**src/rtl/seven_seg_pkg.sv**
```systemverilog
// Shared constants and glyph decode for the seven-segment scanner.
// Latency: purely combinational helpers, no state.
// Backpressure: none; constants and functions only.
package seven_seg_pkg;

    // Segment bit positions within the 8-bit segment bus
    localparam int SEG_A  = 0;
    localparam int SEG_B  = 1;
    localparam int SEG_C  = 2;
    localparam int SEG_D  = 3;
    localparam int SEG_E  = 4;
    localparam int SEG_F  = 5;
    localparam int SEG_G  = 6;
    localparam int SEG_DP = 7;

    // Logical "nothing lit" values, before pin polarity is applied
    localparam logic [7:0] SEG_ALL_OFF = 8'h00;
    localparam logic       DIG_OFF     = 1'b0;

    // Hex nibble to segments, bit order g..a (bit 6 = g, bit 0 = a), active-high
    function automatic logic [6:0] hex_to_seg(input logic [3:0] nib);
        logic [6:0] s;
        case (nib)
            4'h0:    s = 7'h3F;
            4'h1:    s = 7'h06;
            4'h2:    s = 7'h5B;
            4'h3:    s = 7'h4F;
            4'h4:    s = 7'h66;
            4'h5:    s = 7'h6D;
            4'h6:    s = 7'h7D;
            4'h7:    s = 7'h07;
            4'h8:    s = 7'h7F;
            4'h9:    s = 7'h6F;
            4'hA:    s = 7'h77;
            4'hB:    s = 7'h7C;
            4'hC:    s = 7'h39;
            4'hD:    s = 7'h5E;
            4'hE:    s = 7'h79;
            default: s = 7'h71;
        endcase
        return s;
    endfunction

endpackage

```
**src/rtl/seven_seg_scan_timer.sv**
```systemverilog
// Slot prescaler, digit index counter, frame wrap strobe and PWM lit-window compare.
// Latency: index/prescaler are registers; wrap and lit are combinational from them.
// Backpressure: free-running, never stalls.
module seven_seg_scan_timer #(
    parameter int SCAN_DIVISOR    = 50000,
    parameter int NUM_DIGITS      = 4,
    parameter int BLANK_TICKS     = 1,
    parameter int BRIGHTNESS_BITS = 4,
    localparam int PS_W  = $clog2(SCAN_DIVISOR),
    localparam int IDX_W = $clog2(NUM_DIGITS)
) (
    input  logic                       clock,
    input  logic                       notReset,
    input  logic [BRIGHTNESS_BITS-1:0] brightness,
    output logic [IDX_W-1:0]           index,
    output logic                       wrap,
    output logic                       lit
);

    logic [PS_W-1:0] prescaler;
    logic            terminal;
    logic            last_digit;
    logic [31:0]     on_ticks;

    assign terminal   = (prescaler == PS_W'(SCAN_DIVISOR - 1));
    assign last_digit = (index == IDX_W'(NUM_DIGITS - 1));
    assign wrap       = terminal && last_digit;

    // Lit window: blanking guard at slot start, PWM cut-off from the live brightness
    always_comb begin
        on_ticks = ((32'(brightness) + 32'd1) * 32'(SCAN_DIVISOR)) >> BRIGHTNESS_BITS;
        lit      = (32'(prescaler) >= 32'(BLANK_TICKS)) && (32'(prescaler) < on_ticks);
    end

    // Prescaler counts one slot; index advances at each slot end and wraps per frame
    always_ff @(posedge clock or negedge notReset) begin
        if (!notReset) begin
            prescaler <= '0;
            index     <= '0;
        end else if (terminal) begin
            prescaler <= '0;
            index     <= last_digit ? '0 : index + IDX_W'(1);
        end else begin
            prescaler <= prescaler + PS_W'(1);
        end
    end

endmodule

```
**src/rtl/seven_seg_scanner.sv**
```systemverilog
// Multiplexed 7-segment driver: double-buffered digits, zero blanking, PWM, polarity.
// Latency: pins lag internal scan state by 1 cycle; load shows at the next frame wrap.
// Backpressure: none; load always accepted, latest pending value wins.
module seven_seg_scanner
    import seven_seg_pkg::*;
#(
    parameter int NUM_DIGITS         = 4,
    parameter int SCAN_DIVISOR       = 50000,
    parameter int BLANK_TICKS        = 1,
    parameter int BRIGHTNESS_BITS    = 4,
    parameter int SEGMENT_ACTIVE_LOW = 1,
    parameter int DIGIT_ACTIVE_LOW   = 1
) (
    input  logic                       clock,
    input  logic                       notReset,
    input  logic [4*NUM_DIGITS-1:0]    data,
    input  logic [NUM_DIGITS-1:0]      decimalPoints,
    input  logic                       load,
    input  logic                       blankLeadingZeros,
    input  logic [BRIGHTNESS_BITS-1:0] brightness,
    output logic [7:0]                 segment,
    output logic [NUM_DIGITS-1:0]      digit,
    output logic                       frameStart
);

    localparam int IDX_W = $clog2(NUM_DIGITS);
    localparam logic [7:0] SEG_MASK = (SEGMENT_ACTIVE_LOW != 0) ? 8'hFF : 8'h00;
    localparam logic [NUM_DIGITS-1:0] DIG_MASK =
        (DIGIT_ACTIVE_LOW != 0) ? {NUM_DIGITS{1'b1}} : {NUM_DIGITS{1'b0}};

    logic [IDX_W-1:0] index;
    logic             wrap;
    logic             lit;

    logic [4*NUM_DIGITS-1:0] pend_data, act_data;
    logic [NUM_DIGITS-1:0]   pend_dp, act_dp;
    logic                    pend_blz, act_blz;
    logic                    pend_vld;

    logic [3:0]            cur_nib;
    logic                  cur_dp;
    logic                  cur_blank;
    logic [NUM_DIGITS-1:0] blank_vec;
    logic                  zero_run;
    logic [7:0]            seg_logic;
    logic [NUM_DIGITS-1:0] dig_logic;

    seven_seg_scan_timer #(
        .SCAN_DIVISOR    (SCAN_DIVISOR),
        .NUM_DIGITS      (NUM_DIGITS),
        .BLANK_TICKS     (BLANK_TICKS),
        .BRIGHTNESS_BITS (BRIGHTNESS_BITS)
    ) u_timer (
        .clock      (clock),
        .notReset   (notReset),
        .brightness (brightness),
        .index      (index),
        .wrap       (wrap),
        .lit        (lit)
    );

    // Double buffer: active only changes at a frame wrap, so a frame is never torn
    always_ff @(posedge clock or negedge notReset) begin
        if (!notReset) begin
            pend_data <= '0;
            pend_dp   <= '0;
            pend_blz  <= 1'b0;
            pend_vld  <= 1'b0;
            act_data  <= '0;
            act_dp    <= '0;
            act_blz   <= 1'b0;
        end else if (wrap) begin
            // A load landing on the wrap bypasses pending and takes effect this frame
            if (load) begin
                act_data <= data;
                act_dp   <= decimalPoints;
                act_blz  <= blankLeadingZeros;
            end else if (pend_vld) begin
                act_data <= pend_data;
                act_dp   <= pend_dp;
                act_blz  <= pend_blz;
            end
            pend_vld <= 1'b0;
        end else if (load) begin
            pend_data <= data;
            pend_dp   <= decimalPoints;
            pend_blz  <= blankLeadingZeros;
            pend_vld  <= 1'b1;
        end
    end

    // Select current digit, compute leading-zero run from the top, build logical outputs
    always_comb begin
        cur_nib   = 4'h0;
        cur_dp    = 1'b0;
        cur_blank = 1'b0;
        zero_run  = 1'b1;
        blank_vec = '0;
        dig_logic = '0;
        for (int k = NUM_DIGITS - 1; k >= 0; k--) begin
            zero_run     = zero_run && (act_data[4*k +: 4] == 4'h0) && !act_dp[k];
            blank_vec[k] = act_blz && zero_run && (k != 0);
        end
        for (int k = 0; k < NUM_DIGITS; k++) begin
            if (index == IDX_W'(k)) begin
                cur_nib      = act_data[4*k +: 4];
                cur_dp       = act_dp[k];
                cur_blank    = blank_vec[k];
                dig_logic[k] = lit;
            end
        end
        seg_logic = cur_blank ? SEG_ALL_OFF : {cur_dp, hex_to_seg(cur_nib)};
    end

    // Output registers; polarity applied only here so reset is "off" at the pins
    always_ff @(posedge clock or negedge notReset) begin
        if (!notReset) begin
            segment    <= SEG_ALL_OFF ^ SEG_MASK;
            digit      <= {NUM_DIGITS{DIG_OFF}} ^ DIG_MASK;
            frameStart <= 1'b0;
        end else begin
            segment    <= seg_logic ^ SEG_MASK;
            digit      <= dig_logic ^ DIG_MASK;
            frameStart <= wrap;
        end
    end

endmodule

```
**config.mk**
```make
export PLATFORM = sky130hd
export DESIGN_NAME = seven_seg_scanner
export DESIGN_NICKNAME = d
export VERILOG_FILES = /design/src/rtl/seven_seg_pkg.sv /design/src/rtl/seven_seg_scan_timer.sv /design/src/rtl/seven_seg_scanner.sv
export SDC_FILE = /design/constraint.sdc
export NUM_CORES = 1
export LEC_CHECK = 0
export CAP_MARGIN = 5
export CORE_ASPECT_RATIO = 1.75
export CORE_MARGIN = 2
export CORE_UTILIZATION = 55
export DETAILED_ROUTE_END_ITERATION = 16
export PLACE_DENSITY_LB_ADDON = 0.15
export SYNTH_ARGS = -nofsm -noshare
export SYNTH_HDL_FRONTEND = slang
export SYNTH_SLANG_ARGS = --single-unit
```
**constraint.sdc**
```tcl
create_clock -name clock -period 2.7 [get_ports clock]
set_input_delay 0.54 -clock clock [delete_from_list [all_inputs] [get_ports clock]]
set_output_delay 0.54 -clock clock [all_outputs]
set_load 0.01 [all_outputs]
```
# Word level (Yosys, flattened, before mapping)
# Memory sizes are Yosys's and may differ from the RTL's.
# Index checks and enable logic that the tools add are counted.
[classes]
addsub = 3
n_mul = 1
div = 0
order_cmp = 2
eq_ne = 4
n_shift = 0
muxes = 26
n_bitwise = 3
reduce_logical = 21
[op_table]
columns = ["op", "count"]
rows = [
  ["two-way mux 16 bit", 3],
  ["multiplier 32 x 12 -> 28 bit (second input constant)", 1],
  ["< comparator 16 x 28 -> 1 bit", 1],
  ["two-way mux 4 bit", 6],
  ["adder 16 x 1 -> 16 bit (second input constant)", 1],
  ["== test 16 bit (second input constant)", 1],
  [">= comparator 16 x 1 -> 1 bit (second input constant)", 1],
  ["two-way mux 1 bit", 15],
  ["logical NOT 4 bit", 3],
  ["logical AND 1 bit", 10],
  ["two-way mux 8 bit", 1],
  ["inverter 8 bit", 1],
  ["adder 4 x 1 -> 5 bit (second input constant)", 1],
  ["== test 2 bit (second input constant)", 2],
  ["inverter 4 bit", 1],
  ["AND reduction 2 bit", 2],
  ["nonzero test 2 bit", 2],
  ["logical NOT 1 bit", 3],
  ["adder 2 x 1 -> 2 bit (second input constant)", 1],
  ["== test 2 x 1 -> 1 bit (second input constant)", 1],
  ["logical NOT 2 bit", 1],
  ["two-way mux 2 bit", 1],
  ["inverter 1 bit", 1],
]
[word_totals]
ff_bits = 74
latch_bits = 0
ram_bits = 0
rom_bits = 112
input_bits = 28
out_inout_bits = 13
memories = 1
[mem_list]
columns = ["memory", "words", "word_bits", "rd", "rd_ports_with_merged_regs", "wr", "line_no", "text"]
rows = [
  ["(name not given)", 16, 7, 1, 0, 0, "seven_seg_pkg.sv:23", "case (nib)"],
]

# Logic depth before layout (Yosys ltp)
# Gate-level depths: netlist of run 1.
[depth]
depth_word = 12
ltp_mapped = 22
mapped_depth_nobuf = 21

# Cells and area by module
# From an unflattened synthesis of run 1, not the netlist that was laid out.
[unflattened]
cells_unflattened = 443
hier_area_um2 = 4750.8
[modules_own_cells]
columns = ["mod", "instances", "cells_each", "area_per_inst_um2", "seq_area_each_um2"]
rows = [
  ["seven_seg_scanner", 1, 223, 2712.6, 1416.4],
  ["seven_seg_scan_timer", 1, 220, 2038.2, 450.4],
]

# Least setup slack after synthesis of run 1
# No wires, ideal clock.
[synth_timing]
kind = "in2reg"
startpoint = "input port brightness[0]"
endpoint = "register digit[0]"
setup_time_ps = 65
arrival_ps = 4351
t_required_ps = 2635
setup_slack_ps = -1717
stages = 19
path_buffers = 0
path_cell_list = "ha_1 > xor2_1 > ha_1 > ha_1 > ha_1 > ha_1 > a21o_1 > a21oi_1 > o21ai_0 > a221o_1 > a31oi_1 > xor2_1 > ha_1 > nand4_1 > nor3_1 > a31oi_1 > a22oi_1 > o211ai_1 > nand3_1"
[synth_via]
elab_chain_cells = 6
[synth_lines]
columns = ["element", "line_no", "text"]
rows = [
  ["from (decl)", "seven_seg_scanner.sv:20", "input logic [BRIGHTNESS_BITS-1:0] brightness,"],
  ["adder 4 x 1 -> 5 bit", "seven_seg_scan_timer.sv:31", "on_ticks = ((32'(brightness) + 32'd1) * 32'(SCAN_DIVISOR)) >> BRIGHTNESS_BITS;"],
  ["multiplier 32 x 12 -> 28 bit", "seven_seg_scan_timer.sv:31", ""],
  ["< comparator 16 x 28 -> 1 bit", "seven_seg_scan_timer.sv:32", "lit = (32'(prescaler) >= 32'(BLANK_TICKS)) && (32'(prescaler) < on_ticks);"],
  ["logical AND 1 bit", "seven_seg_scan_timer.sv:32", ""],
  ["two-way mux 1 bit", "seven_seg_scanner.sv:105", "if (index == IDX_W'(k)) begin"],
  ["inverter 4 bit (no source line)", "--", ""],
  ["to (signal assigned)", "seven_seg_scanner.sv:119", "digit <= {NUM_DIGITS{DIG_OFF}} ^ DIG_MASK;"],
  ["to (signal assigned)", "seven_seg_scanner.sv:123", "digit <= dig_logic ^ DIG_MASK;"],
  ["to (decl)", "seven_seg_scanner.sv:22", "output logic [NUM_DIGITS-1:0] digit,"],
]
# Every way passes these cells.
# A chain may end at the register's enable or synchronous reset.

# Worst setup path after layout of run 1
[layout_timing]
startpoint = "input port brightness[3]"
endpoint = "register digit[3]"
# The elaborated chain is that of the path after synthesis.

==> results of run 1 <==
## cells in the final DEF (no fill, tap or decap), types with 12 or more instances in the layout
cell type,instances
dfrtp_1,62
buf_4,50
ha_1,42
nor2_1,35
clkdlybuf4s50_1,35
a21oi_1,28
mux2i_1,26
inv_1,24
mux2_4,20
nand2_1,17
a21oi_2,16
nand3_1,15
xor2_1,14
ha_4,13
xnor2_1,12
dfstp_2,12
## worst max-delay path, stage by stage
cell and delay, ps:
clkdlybuf4s15_1 250, buf_6 170, xnor2_1 170, ha_1 320, and2_1 220, ha_4 250
ha_4 240, a21oi_2 120, o21ai_2 90, a221o_1 360, a31oi_2 150, xor2_1 110
ha_1 330, nand4_1 150, nor3_2 220, a31oi_1 130, a22oi_1 190, o211ai_1 200
nand3_1 150
## cell type report
class	count	area [µm²]	area share [%]
timing repair buffer	95	856	13.5
clock inverter	6	50.0	0.788
sequential	74	1870	29.4
multi-input combinational	345	3100	48.7
clock buffer	10	239	3.76
inverter	26	97.6	1.54
tap	117	146	2.30
## metal layers
layer	routed length [µm]	part of all wire, %
met1	4060	35
met2	6610	57
met3	321	2.8
met4	524	4.5
met5	0	0
## power by group
group,internal (W),switching [W]
registers,0.00114,0.0000182
logic,0.000480,0.000417
clock network,0.000654,0.000483
total,0.00228,0.000918
## cell usage after synthesis, types with 3 or more instances
library cell / n / area, µm²
o211ai_1: 6 / 45.0
buf_4: 3 / 22.5
o21ai_0: 11 / 55.1
nand4_1: 4 / 25.0
a21oi_1: 31 / 155
nand2b_1: 3 / 18.8
mux2_4: 20 / 300
nor2_2: 9 / 56.3
nor2b_1: 4 / 25.0
xor2_1: 16 / 140
mux2i_1: 26 / 260
ha_1: 56 / 701
a21o_1: 3 / 22.5
nand2_1: 17 / 63.8
a221o_1: 4 / 40.0
clkbuf_1: 8 / 30.0
nor4_1: 3 / 18.8
a22oi_1: 5 / 37.5
a31oi_1: 5 / 31.3
nand3_1: 16 / 80.1
inv_1: 26 / 97.6
nor2_1: 35 / 131
nor3_1: 10 / 50.1
a21oi_2: 14 / 123
dfrtp_1: 62 / 1550
dfstp_2: 12 / 315
buf_2: 3 / 15.0
xnor2_1: 13 / 114
## flip-flops by register name (all words and copies together), names as in the netlist
signal             flops
act_dp                 4
pend_vld               1
pend_dp                4
u_timer.index          2
act_blz                1
frameStart             1
digit                  4
u_timer.prescaler     16
pend_blz               1
act_data              16
pend_data             16
segment                8
## cells by family after synthesis
kind of cell / after synthesis
muxes: 47
DFF: 74
and+or+nand+nor: 116
adders and majority gates: 57
xor gates and xnor gates: 29
AOI/OAI and AO/OA: 96
buffers and inverters: 44
## what timing repair did
item | 4_1_cts | 5_1_grt
pin swaps | 25 | 15
hold buffers | 0 | 0
endpoints found under the setup margin | 4 | 7
setup buffers | 8 | 2
gates resized for setup | 37 | 12
## through the flow
| stage | cells | total power (W) | hold WS [ps] | worst slack, ps |
|---|---|---|---|---|
| 6_report | 673 | 0.00319 | 220 | -1400 |
| 5_1_grt | 673 | 0.00333 | 250 | -1640 |
| 4_1_cts | 671 | 0.00314 | 240 | -1370 |
| 3_5_place_dp | 647 | 0.00193 | 449 | -2240 |
| 3_3_place_gp | 647 | 0.00190 | 455 | -2080 |
| 2_1_floorplan | 463 | 0.00164 | 244 | -1350 |
## final timing paths
| kind | startpoint | endpoint | slack (ps) | cells after the start |
|---|---|---|---|---|
| hold / removal | notReset | pend_data[2]$_DFFE_PN0P_ | 220 | 2 |
| hold reg to reg | act_dp[3]$_DFFE_PN0P_ | segment[7]$_DFF_PN1_ | 470 | 1 |
| setup / recovery | brightness[3] | digit[3]$_DFF_PN1_ | -1400 | 19 |
| setup reg to reg | u_timer.index[0]$_DFFE_PN0N_ | segment[0]$_DFF_PN1_ | 170 | 10 |
| min in group clock | act_dp[3]$_DFFE_PN0P_ | segment[7]$_DFF_PN1_ | 470 | 1 |
| max in group asynchronous | notReset | segment[5]$_DFF_PN1_ | 2130 | 2 |
==> impl_metrics.yaml, run 1 <==
run_status:
  status: "finished with violations"
  violations: "negative setup slack"
grt:
  grt_pass1_vias: 4165
  antenna_found_initial: 0
  grt.busiest_layer: "met2"
  grt-ovfl-total: 0
  grt_use_total_pct: 25.5
  grt.met1_usage_pct: 24.8
  met2_usage_pct: 48.0
  grt_start_max_net_pins: 75
  grt_pass1_wl_um: 18800
  use_met3_pct: 3.97
yosys:
  async_reset_ff_share_pct: 100
  synth-edff-count: 0
  syn_inst: 463
  muxShareOfSynthArea_pct: 11.6
  syn_area_per_cell_um2: 10.6
  ys_warn_count: 0
  synth_simple_gate_area_share_pct: 12.8
  ys_seq_area_share_pct: 38.0
  ys_seq_elements: 74
  synthAdderAreaFrac_pct: 14.7
  syn-num-nets: 548
  synth_compound_area_share_pct: 13.2
  syn_area_um2: 4920
  ys.flop_type: "dfrtp_1"
  synth_top_family_by_area: "adder cells"
  synth_xor_area_share_pct: 5.17
  ys_types: 56
critical_path:
  crit_required_ps: 2970
  cp-end-kind: "flip-flop"
  arrival_ps: 4380
  start_kind: "input port"
  cp_max_fo: 4
  worst-setup-path-type: "in -> reg"
timing:
  fmax_mhz: 244
  setup_slack_ps: -1400
  finalCritPeriodShare_pct: 152
  fin_skew_ps: 6.35
  slew_violations: 0
  worst_pin_slew_ps: 882
  finalSetupViolations: 4
  slew_headroom_pct: 41.1
  fin_crit_ps: 4100
  tns_ps: -5560
  hold_viol: 0
  rsz0062_at_grt: "true"
drt:
  vias_per_cell: 5.77
  finalWirelength_um: 11500
  ant_nets: 0
  first_iter_violations: 168
  drc_errors: 0
  wl_per_cell_um: 17.1
  num_vias: 3880
  drt_pass1_iterations: 4
layout:
  nFillCells: 649
  syn_to_final_growth_pct: 29.2
  nNetsFinal: 636
  finish.utilization_pct: 73.2
  antenna_cells: 0
  drive_above_1_share_pct: 31.1
  postLayoutCellArea_um2: 6350
clock_tree:
  cts_sinks: 74
  cts_buffer_depth: 2
  clkSlewWorstSetupHoldPaths_ps: 60
  cts_made_buffers: 9
  insertion_delay_ps: 340
  htreeDepth: 3
  tritoncts: "yes"
  root_buffer: "clkbuf_16"
floorplanning:
  dieWidth_um: 75.5
  dieArea_um2: 9740
  io_pins: 41
  start_util_pct: 56.7
  core_um2: 8670
  die_h_um: 129
  num_rows: 45
job:
  cap_viol_max_count: 0
placement:
  placed_area_um2: 5800
  gp_congestion: 0.914
  hpwlAfterDp_um: 8210
  portBuffers: 40
pwr:
  leakage_nw: 2.94
  power_density_nw_per_um2: 503
  max-vdd-ir-drop_mv: 0.339
hold_path:
  hold_path_class: "in -> async"
No activity file was read; power rests on OpenSTA's default activity.
==> run 2: changes to the inputs <==
--- a/config.mk
+++ b/config.mk
@@ -9,8 +9,10 @@
 export CORE_ASPECT_RATIO = 1.75
 export CORE_MARGIN = 2
 export CORE_UTILIZATION = 55
+export CTS_CLUSTER_SIZE = 14
 export DETAILED_ROUTE_END_ITERATION = 16
 export PLACE_DENSITY_LB_ADDON = 0.15
+export SLEW_MARGIN = 25
 export SYNTH_ARGS = -nofsm -noshare
 export SYNTH_HDL_FRONTEND = slang
 export SYNTH_SLANG_ARGS = --single-unit
==> results of run 2 <==
The final DEF is identical to that of run 1; final timing and power are the same.
